`src/rtl/nw_pkg.sv`:
```
// Shared definitions for the Needleman-Wunsch score-matrix fill path:
// score width, traceback encodings, FSM states and saturating arithmetic.
package nw_pkg;

    localparam int SCORE_W = 9;

    localparam logic [1:0] DIR_DIAG = 2'b00;
    localparam logic [1:0] DIR_UP   = 2'b01;
    localparam logic [1:0] DIR_LEFT = 2'b10;

    typedef enum logic [2:0] {
        IDLE = 3'd0,
        INIT = 3'd1,
        RD   = 3'd2,
        CALC = 3'd3,
        WR   = 3'd4,
        NEXT = 3'd5,
        DONE = 3'd6,
        ERR  = 3'd7
    } state_e;

    // Two's complement add evaluated one bit wider, then clamped to
    // [-2^(SCORE_W-1), 2^(SCORE_W-1)-1] so large negative scores never wrap.
    function automatic logic [SCORE_W-1:0] sat_add(input logic [SCORE_W-1:0] a,
                                                    input logic [SCORE_W-1:0] b);
        logic [SCORE_W:0]   sum;
        logic [SCORE_W-1:0] res;
        sum = {a[SCORE_W-1], a} + {b[SCORE_W-1], b};
        if (sum[SCORE_W] != sum[SCORE_W-1]) begin
            res = sum[SCORE_W] ? {1'b1, {(SCORE_W-1){1'b0}}}
                               : {1'b0, {(SCORE_W-1){1'b1}}};
        end else begin
            res = sum[SCORE_W-1:0];
        end
        return res;
    endfunction

endpackage

```
`src/rtl/nw_max3.sv`:
```
// Combinational three-way signed maximum with traceback direction.
// Shared between the fill controller and the traceback unit.
// Tie priority: diag over up over left.
module nw_max3
    import nw_pkg::*;
(
    input  logic [SCORE_W-1:0] d_i,
    input  logic [SCORE_W-1:0] u_i,
    input  logic [SCORE_W-1:0] l_i,
    output logic [SCORE_W-1:0] max_o,
    output logic [1:0]         dir_o
);

    // Diag wins unless strictly beaten; then up wins unless left is strictly larger.
    always_comb begin
        max_o = d_i;
        dir_o = DIR_DIAG;
        if (!(($signed(d_i) >= $signed(u_i)) && ($signed(d_i) >= $signed(l_i)))) begin
            if ($signed(u_i) >= $signed(l_i)) begin
                max_o = u_i;
                dir_o = DIR_UP;
            end else begin
                max_o = l_i;
                dir_o = DIR_LEFT;
            end
        end
    end

endmodule

```
`src/rtl/nw_fill_controller.sv`:
```
// Sequencer for the Score_manager score RAM: writes the gap-penalty border,
// then walks every interior cell row-major (read neighbours, score, write
// back), with a bounded wait on each RAM handshake.
//
// Handshake: en_read is held until the RAM answers with signal=1, at which
// point diag/up/left are valid and latched in that same cycle; en_ins/we are
// held until hit=1 acknowledges the write. signal/hit are ignored in every
// other state. A wait longer than TIMEOUT cycles aborts the fill via ERR.
module nw_fill_controller
    import nw_pkg::*;
#(
    parameter int N        = 5,
    parameter int BitAddr  = $clog2(N),
    parameter int MATCH    = 1,
    parameter int MISMATCH = -1,
    parameter int GAP      = -2,
    parameter int TIMEOUT  = 16
) (
    input  logic               clk,
    input  logic               rst,
    input  logic               start,
    input  logic               match,
    output logic               busy,
    output logic               done,
    output logic               error,
    output logic               en_init,
    output logic               en_read,
    output logic               en_ins,
    output logic               we,
    output logic [BitAddr:0]   addr_init,
    output logic [SCORE_W-1:0] data_init,
    output logic [BitAddr:0]   i,
    output logic [BitAddr:0]   j,
    input  logic               signal,
    input  logic               hit,
    input  logic [SCORE_W-1:0] diag,
    input  logic [SCORE_W-1:0] up,
    input  logic [SCORE_W-1:0] left,
    output logic [SCORE_W-1:0] max,
    output logic [1:0]         dir,
    output logic               dir_valid,
    output logic [2:0]         dbg_state
);

    localparam int IDX_W  = BitAddr + 1;
    localparam int WAIT_W = $clog2(TIMEOUT + 1);

    localparam logic [IDX_W-1:0]   IDX_N      = IDX_W'(N);
    localparam logic [IDX_W-1:0]   IDX_LAST   = IDX_W'(N - 1);
    localparam logic [WAIT_W-1:0]  WAIT_LAST  = WAIT_W'(TIMEOUT - 1);
    localparam logic [SCORE_W-1:0] MATCH_S    = SCORE_W'(MATCH);
    localparam logic [SCORE_W-1:0] MISMATCH_S = SCORE_W'(MISMATCH);
    localparam logic [SCORE_W-1:0] GAP_S      = SCORE_W'(GAP);

    state_e             state_q, state_d;
    logic [IDX_W-1:0]   addr_q, addr_d;
    logic [SCORE_W-1:0] data_q, data_d;
    logic [IDX_W-1:0]   i_q, i_d;
    logic [IDX_W-1:0]   j_q, j_d;
    logic [WAIT_W-1:0]  wait_q, wait_d;
    logic [SCORE_W-1:0] diag_q, diag_d;
    logic [SCORE_W-1:0] up_q, up_d;
    logic [SCORE_W-1:0] left_q, left_d;
    logic [SCORE_W-1:0] max_q, max_d;
    logic [1:0]         dir_q, dir_d;
    logic               error_q, error_d;

    logic busy_q, busy_d;
    logic done_q, done_d;
    logic en_init_q, en_init_d;
    logic en_read_q, en_read_d;
    logic en_ins_q, en_ins_d;
    logic we_q, we_d;
    logic dir_valid_q, dir_valid_d;

    logic [SCORE_W-1:0] cand_d, cand_u, cand_l;
    logic [SCORE_W-1:0] best_max;
    logic [1:0]         best_dir;

    // Candidate scores from the latched neighbours; match only matters in CALC.
    assign cand_d = sat_add(diag_q, match ? MATCH_S : MISMATCH_S);
    assign cand_u = sat_add(up_q, GAP_S);
    assign cand_l = sat_add(left_q, GAP_S);

    nw_max3 u_max3 (
        .d_i   (cand_d),
        .u_i   (cand_u),
        .l_i   (cand_l),
        .max_o (best_max),
        .dir_o (best_dir)
    );

    // State and datapath registers, plus the registered outputs.
    always_ff @(posedge clk) begin
        if (rst) begin
            state_q     <= IDLE;
            addr_q      <= '0;
            data_q      <= '0;
            i_q         <= '0;
            j_q         <= '0;
            wait_q      <= '0;
            diag_q      <= '0;
            up_q        <= '0;
            left_q      <= '0;
            max_q       <= '0;
            dir_q       <= '0;
            error_q     <= 1'b0;
            busy_q      <= 1'b0;
            done_q      <= 1'b0;
            en_init_q   <= 1'b0;
            en_read_q   <= 1'b0;
            en_ins_q    <= 1'b0;
            we_q        <= 1'b0;
            dir_valid_q <= 1'b0;
        end else begin
            state_q     <= state_d;
            addr_q      <= addr_d;
            data_q      <= data_d;
            i_q         <= i_d;
            j_q         <= j_d;
            wait_q      <= wait_d;
            diag_q      <= diag_d;
            up_q        <= up_d;
            left_q      <= left_d;
            max_q       <= max_d;
            dir_q       <= dir_d;
            error_q     <= error_d;
            busy_q      <= busy_d;
            done_q      <= done_d;
            en_init_q   <= en_init_d;
            en_read_q   <= en_read_d;
            en_ins_q    <= en_ins_d;
            we_q        <= we_d;
            dir_valid_q <= dir_valid_d;
        end
    end

    // Next state, border-init counter, cell indices, wait timer and score latch.
    always_comb begin
        state_d = state_q;
        addr_d  = addr_q;
        data_d  = data_q;
        i_d     = i_q;
        j_d     = j_q;
        wait_d  = '0;
        diag_d  = diag_q;
        up_d    = up_q;
        left_d  = left_q;
        max_d   = max_q;
        dir_d   = dir_q;
        error_d = error_q;

        case (state_q)
            IDLE: begin
                if (start) begin
                    error_d = 1'b0;
                    addr_d  = '0;
                    data_d  = '0;
                    state_d = INIT;
                end
            end
            INIT: begin
                // data tracks addr*GAP incrementally; saturation keeps it at the floor.
                if (addr_q == IDX_N) begin
                    addr_d  = '0;
                    data_d  = '0;
                    i_d     = '0;
                    j_d     = '0;
                    state_d = RD;
                end else begin
                    addr_d = addr_q + 1'b1;
                    data_d = sat_add(data_q, GAP_S);
                end
            end
            RD: begin
                if (signal) begin
                    diag_d  = diag;
                    up_d    = up;
                    left_d  = left;
                    state_d = CALC;
                end else if (wait_q == WAIT_LAST) begin
                    state_d = ERR;
                end else begin
                    wait_d = wait_q + 1'b1;
                end
            end
            CALC: begin
                max_d   = best_max;
                dir_d   = best_dir;
                state_d = WR;
            end
            WR: begin
                if (hit) begin
                    state_d = NEXT;
                end else if (wait_q == WAIT_LAST) begin
                    state_d = ERR;
                end else begin
                    wait_d = wait_q + 1'b1;
                end
            end
            NEXT: begin
                if (j_q < IDX_LAST) begin
                    j_d     = j_q + 1'b1;
                    state_d = RD;
                end else if (i_q < IDX_LAST) begin
                    j_d     = '0;
                    i_d     = i_q + 1'b1;
                    state_d = RD;
                end else begin
                    state_d = DONE;
                end
            end
            DONE:    state_d = IDLE;
            ERR:     state_d = IDLE;
            default: state_d = IDLE;
        endcase

        if (state_d == ERR) begin
            error_d = 1'b1;
        end
    end

    // Output decode from the state being entered, so every output is a flop.
    always_comb begin
        busy_d      = (state_d != IDLE);
        done_d      = (state_d == DONE);
        en_init_d   = (state_d == INIT);
        en_read_d   = (state_d == RD);
        en_ins_d    = (state_d == WR);
        we_d        = (state_d == INIT) || (state_d == WR);
        dir_valid_d = (state_q == CALC);
    end

    assign busy      = busy_q;
    assign done      = done_q;
    assign error     = error_q;
    assign en_init   = en_init_q;
    assign en_read   = en_read_q;
    assign en_ins    = en_ins_q;
    assign we        = we_q;
    assign addr_init = addr_q;
    assign data_init = data_q;
    assign i         = i_q;
    assign j         = j_q;
    assign max       = max_q;
    assign dir       = dir_q;
    assign dir_valid = dir_valid_q;
    assign dbg_state = state_q;

endmodule

```
`config.mk`:
```
export PLATFORM = sky130hd
export DESIGN_NAME = nw_fill_controller
export DESIGN_NICKNAME = d
export VERILOG_FILES = /design/src/rtl/nw_pkg.sv /design/src/rtl/nw_max3.sv /design/src/rtl/nw_fill_controller.sv
export SDC_FILE = /design/constraint.sdc
export NUM_CORES = 1
export LEC_CHECK = 0
export CELL_PAD_IN_SITES_DETAIL_PLACEMENT = 1
export CELL_PAD_IN_SITES_GLOBAL_PLACEMENT = 2
export CORE_UTILIZATION = 35
export CTS_BUF_LIST = sky130_fd_sc_hd__clkbuf_8
export DETAILED_ROUTE_END_ITERATION = 8
export MAX_ROUTING_LAYER = met4
export PLACE_DENSITY_LB_ADDON = 0.15
export SYNTH_ARGS = -nofsm -noshare
export SYNTH_HDL_FRONTEND = slang
export SYNTH_SLANG_ARGS = --single-unit
```
`constraint.sdc`:
```
create_clock -name clk -period 6.8 [get_ports clk]
set_clock_uncertainty 0.05 [all_clocks]
set_input_delay 1.02 -clock clk [delete_from_list [all_inputs] [get_ports clk]]
set_output_delay 1.02 -clock clk [all_outputs]
set_load 0.01 [all_outputs]
```
==> results.md, run 1 <==
* Status: complete, but fails checks
* Violated checks: design-rule violations
* H-tree depth at 3
* CP Data Required Time at 6.97 ns
* CTS root buf: clkbuf_8
* Std cell rows at 42
* Synth warnings at 0
* DR vias/cell at 5.19
* Overall global routing resource usage at 0.211
* RSZ-0062 raised after global routing: false
* Worst hold path type: reg2reg
* Multi-input gate area at 2960 sq um
* RD Place Congestion at 0.848
* Internal at 0.973 mW
* Top cell type's share of synthesized area at 0.317
* Worst r2r src: up_q[1]
* Storage cell area at 1500 sq um
* CTS Hold Buffers Added at 0
* Die extent in y at 118 um
* I/O pins at 76
* Post-Synthesis Cells at 603
* Die Area at 14000 sq um
* Chip Width at 118 um
* Hold Slack at 0.414 ns
* Comb pwr share at 0.437
* CTS tree: built
* Max cap viols at 0
* Placeable core area at 13200 sq um
* Total number of vias at 4392
* Net Sw Frac at 0.397
* RR Endpoint: max[1]
* Worst Hold End: dir[1]
* Wirelength per Cell at 16.2 um
* Largest net degree at the start of global routing at 66
* Cell depth of the worst flop-to-flop path at 16
* CTS Buffer Depth at 2
* Clock Pin Slew Worst Setup and Hold Paths at 0.09 ns
* Net switching power at 0.640 mW
* Filler instances at 1670
* Hold_sp: dir[1]
* Final instance area at 5790 sq um
* Initial antenna violation count at 0
* Share of the yosys chip area belonging to registers at 0.317
* Simple logic cell fraction of the synthesized area at 0.225
* FF-to-FF setup slack at 1.49 ns
* Highest clock rate at 172 MHz
* CP delay by family, top: compound AO/OA/AOI/OAI gates
* Worst-path fanout max at 11
* Final hold violation count at 0
* Setup TNS at 0 ns
* Post-Synth Adder-Cell Area at 0.131
* Synth area leader: dfxtp_1
* Slew headroom at 0.150
* Synthesis-to-finish area growth at 22.0%
* EDFF count, synth at 0
* Slowest CP cell: o2111a_1
* Startpoint types: input pin
* Hold path depth at 2
* Area contributors post-synth: dfxtp_1 32%, ha_1 13%, a21oi_1 8.1%, nand2_1 6.8%, nor2_1 4.4%
* Max IR drop VDD at 0.208 mV
* DRC violations left at 1
* Post-CTS Setup Inserts at 0
* First-pass GRT wire length at 22800 um
* Compound-cell area share of the yosys netlist at 0.199
* Setup violators final at 0
* Main synth FF type: dfxtp_1
* LEAKAGE at 2.31 nW
* Total congestion overflow at 0
* Post-CTS resize count at 0
* Async set-or-reset flop fraction in the synthesized netlist at 0
* Initial Util at 0.358
* Actual slew at the worst max-slew pin at 1.27 ns
* Share of cells above drive strength 1 at 0.0507
* Initial DRC Count at 130
* Critical-path cell list: clkdlybuf4s50_1, inv_1, ha_1, o21ai_0, a21oi_1, o21a_1, o21a_1, o21ai_0, nand2b_1, xnor2_1, ha_1, nand3_1, o21ai_0, ha_1, nand4_1, o31ai_1, nand3_1, nand4_1, o2111a_1, mux2i_1, a211oi_2
* Crit path time final at 5.80 ns
* TritonCTS Buffers at 9
* Crit-path max cell delay at 0.61 ns
* Synthesized Nets at 685
* Worst Setup End Kind: register
* Ant diodes at 0
* Vias in the first global route at 4542
* PwrDens at 279 nW/um^2
* Commonest non-fill, non-tap cell in the layout: nand2_1
* DP Area at 5570 sq um
* Nets at 747
* Fin. max-slew vios at 0
* Post-Synth XOR/XNOR Area at 0.0277
* Clock share of power at 0.243
* ANT nets after route at 0
* CP Buf/Inv Count at 2
* Port Buffers at 75
* Dpl hpwl at 10200 um
* CP arrival at 5.97 ns
* Reg power frac at 0.319
* Synth cell types at 61
* Final cycle utilization of the critical path at 0.853
* Synthesized area at 4740 sq um
* Main combinational cell family by area after synthesis: simple AND/OR/NAND/NOR gates
* Post-synthesis mux area share at 0.0425
* Clock Sinks at 75
* Total wire length at 13700 um
* Synth Register Bits at 75
* TritonRoute pass-1 iters at 6
* Most frequent cells in the layout: 86 x nand2_1, 77 x a21oi_1, 75 x dfxtp_1
* Crit Path Class: in2reg
* Syn Area/Cell at 7.86 sq um
* Worst-Skew Late Latency at 0.37 ns
synth_stat cells (all sizes together) (11+ instances only):
| library cell | instances |
|---|---|
| o21ai | 35 |
| nor2 | 56 |
| inv | 35 |
| nand3 | 12 |
| a21oi | 77 |
| nor3 | 14 |
| dfxtp | 75 |
| mux2i | 19 |
| nand2 | 86 |
| clkbuf | 19 |
| nand2b | 11 |
| ha | 48 |
cell type report:
class	instances	share of cell area
Multi-Input combinational cell	468	0.512
Sequential cell	75	0.260
Timing Repair Buffer	76	0.130
Tap cell	176	0.0381
Inverter	35	0.0227
Clock buffer	9	0.0214
Clock inverter	7	0.0160
worst register-to-register path, stage by stage, from the launching register on:
cell and delay (ns):
dfxtp_1 0.34, or3_1 0.42, nor3_1 0.25, nor3b_1 0.32
xor2_1 0.14, ha_1 0.56, a31oi_1 0.15, o221ai_1 0.51
inv_1 0.10, ha_1 0.32, nand4_1 0.11, a21oi_1 0.19
nor4_2 0.06, a221oi_2 0.99, mux2_2 0.43, mux2i_1 0.15
a211oi_1 0.09
per-layer routing:
metal  vias to the layer above  global-route usage  share of wire
li1                       2241                   -              -
met1                      2084               0.260           0.49
met2                        48               0.339           0.46
met3                        19              0.0367          0.027
met4                         0              0.0934          0.024
met5                         -                   -              0
logic make-up after synthesis:
group	count (synthesis)
AND/OR/NAND/NOR	224
multiplexers	20
XOR/XNOR	15
buffers and inverters	60
AO/OA/AOI/OAI	160
adder cells (fa/ha/maj)	49
flip-flops	75
registers in the layout, summed over array words and instances (netlist names), 2 cells and up:
name	flops
j	4
wait_q	5
i	4
addr_init	4
up_q	9
dbg_state	3
diag_q	9
data_init	9
max	9
left_q	9
dir	2
per-stage QoR:
stage          power [mW]   util  worst slack, ns  instances
2_1_floorplan        1.04      -             2.01        603
3_3_place_gp         1.22  0.421            0.709        830
3_5_place_dp         1.24  0.421            0.622        830
4_1_cts              1.64  0.437             1.00        846
5_1_grt              1.75  0.437            0.487        846
6_report             1.61  0.437            0.998        846
how the worst max path moves through the flow:
stage                     start     end  depth (start not counted)
after detailed placement  match  max[4]                         20
final                     match  max[4]                         21
after floorplan           match  max[4]                         21
after CTS                 match  max[4]                         20
after global placement    match  max[4]                         20
after global routing      match  max[4]                         21
power by group through the flow:
| stage | Combinational (mW) | Clock (mW) | Sequential (mW) |
|---|---|---|---|
| 6_report | 0.706 | 0.392 | 0.515 |
| 3_5_place_dp | 0.713 | 0 | 0.525 |
| 2_1_floorplan | 0.509 | 0 | 0.527 |
| 4_1_cts | 0.715 | 0.406 | 0.516 |
| 3_3_place_gp | 0.700 | 0 | 0.524 |
| 5_1_grt | 0.802 | 0.422 | 0.523 |
No activity file was read; power rests on OpenSTA's default activity.
==> run 2, diff against run 1 <==
--- a/config.mk
+++ b/config.mk
@@ -15,3 +15,4 @@
 export SYNTH_ARGS = -nofsm -noshare
 export SYNTH_HDL_FRONTEND = slang
 export SYNTH_SLANG_ARGS = --single-unit
+export TNS_END_PERCENT = 100
==> results of run 2 <==
Final layout, timing and power as in run 1 (identical DEF).
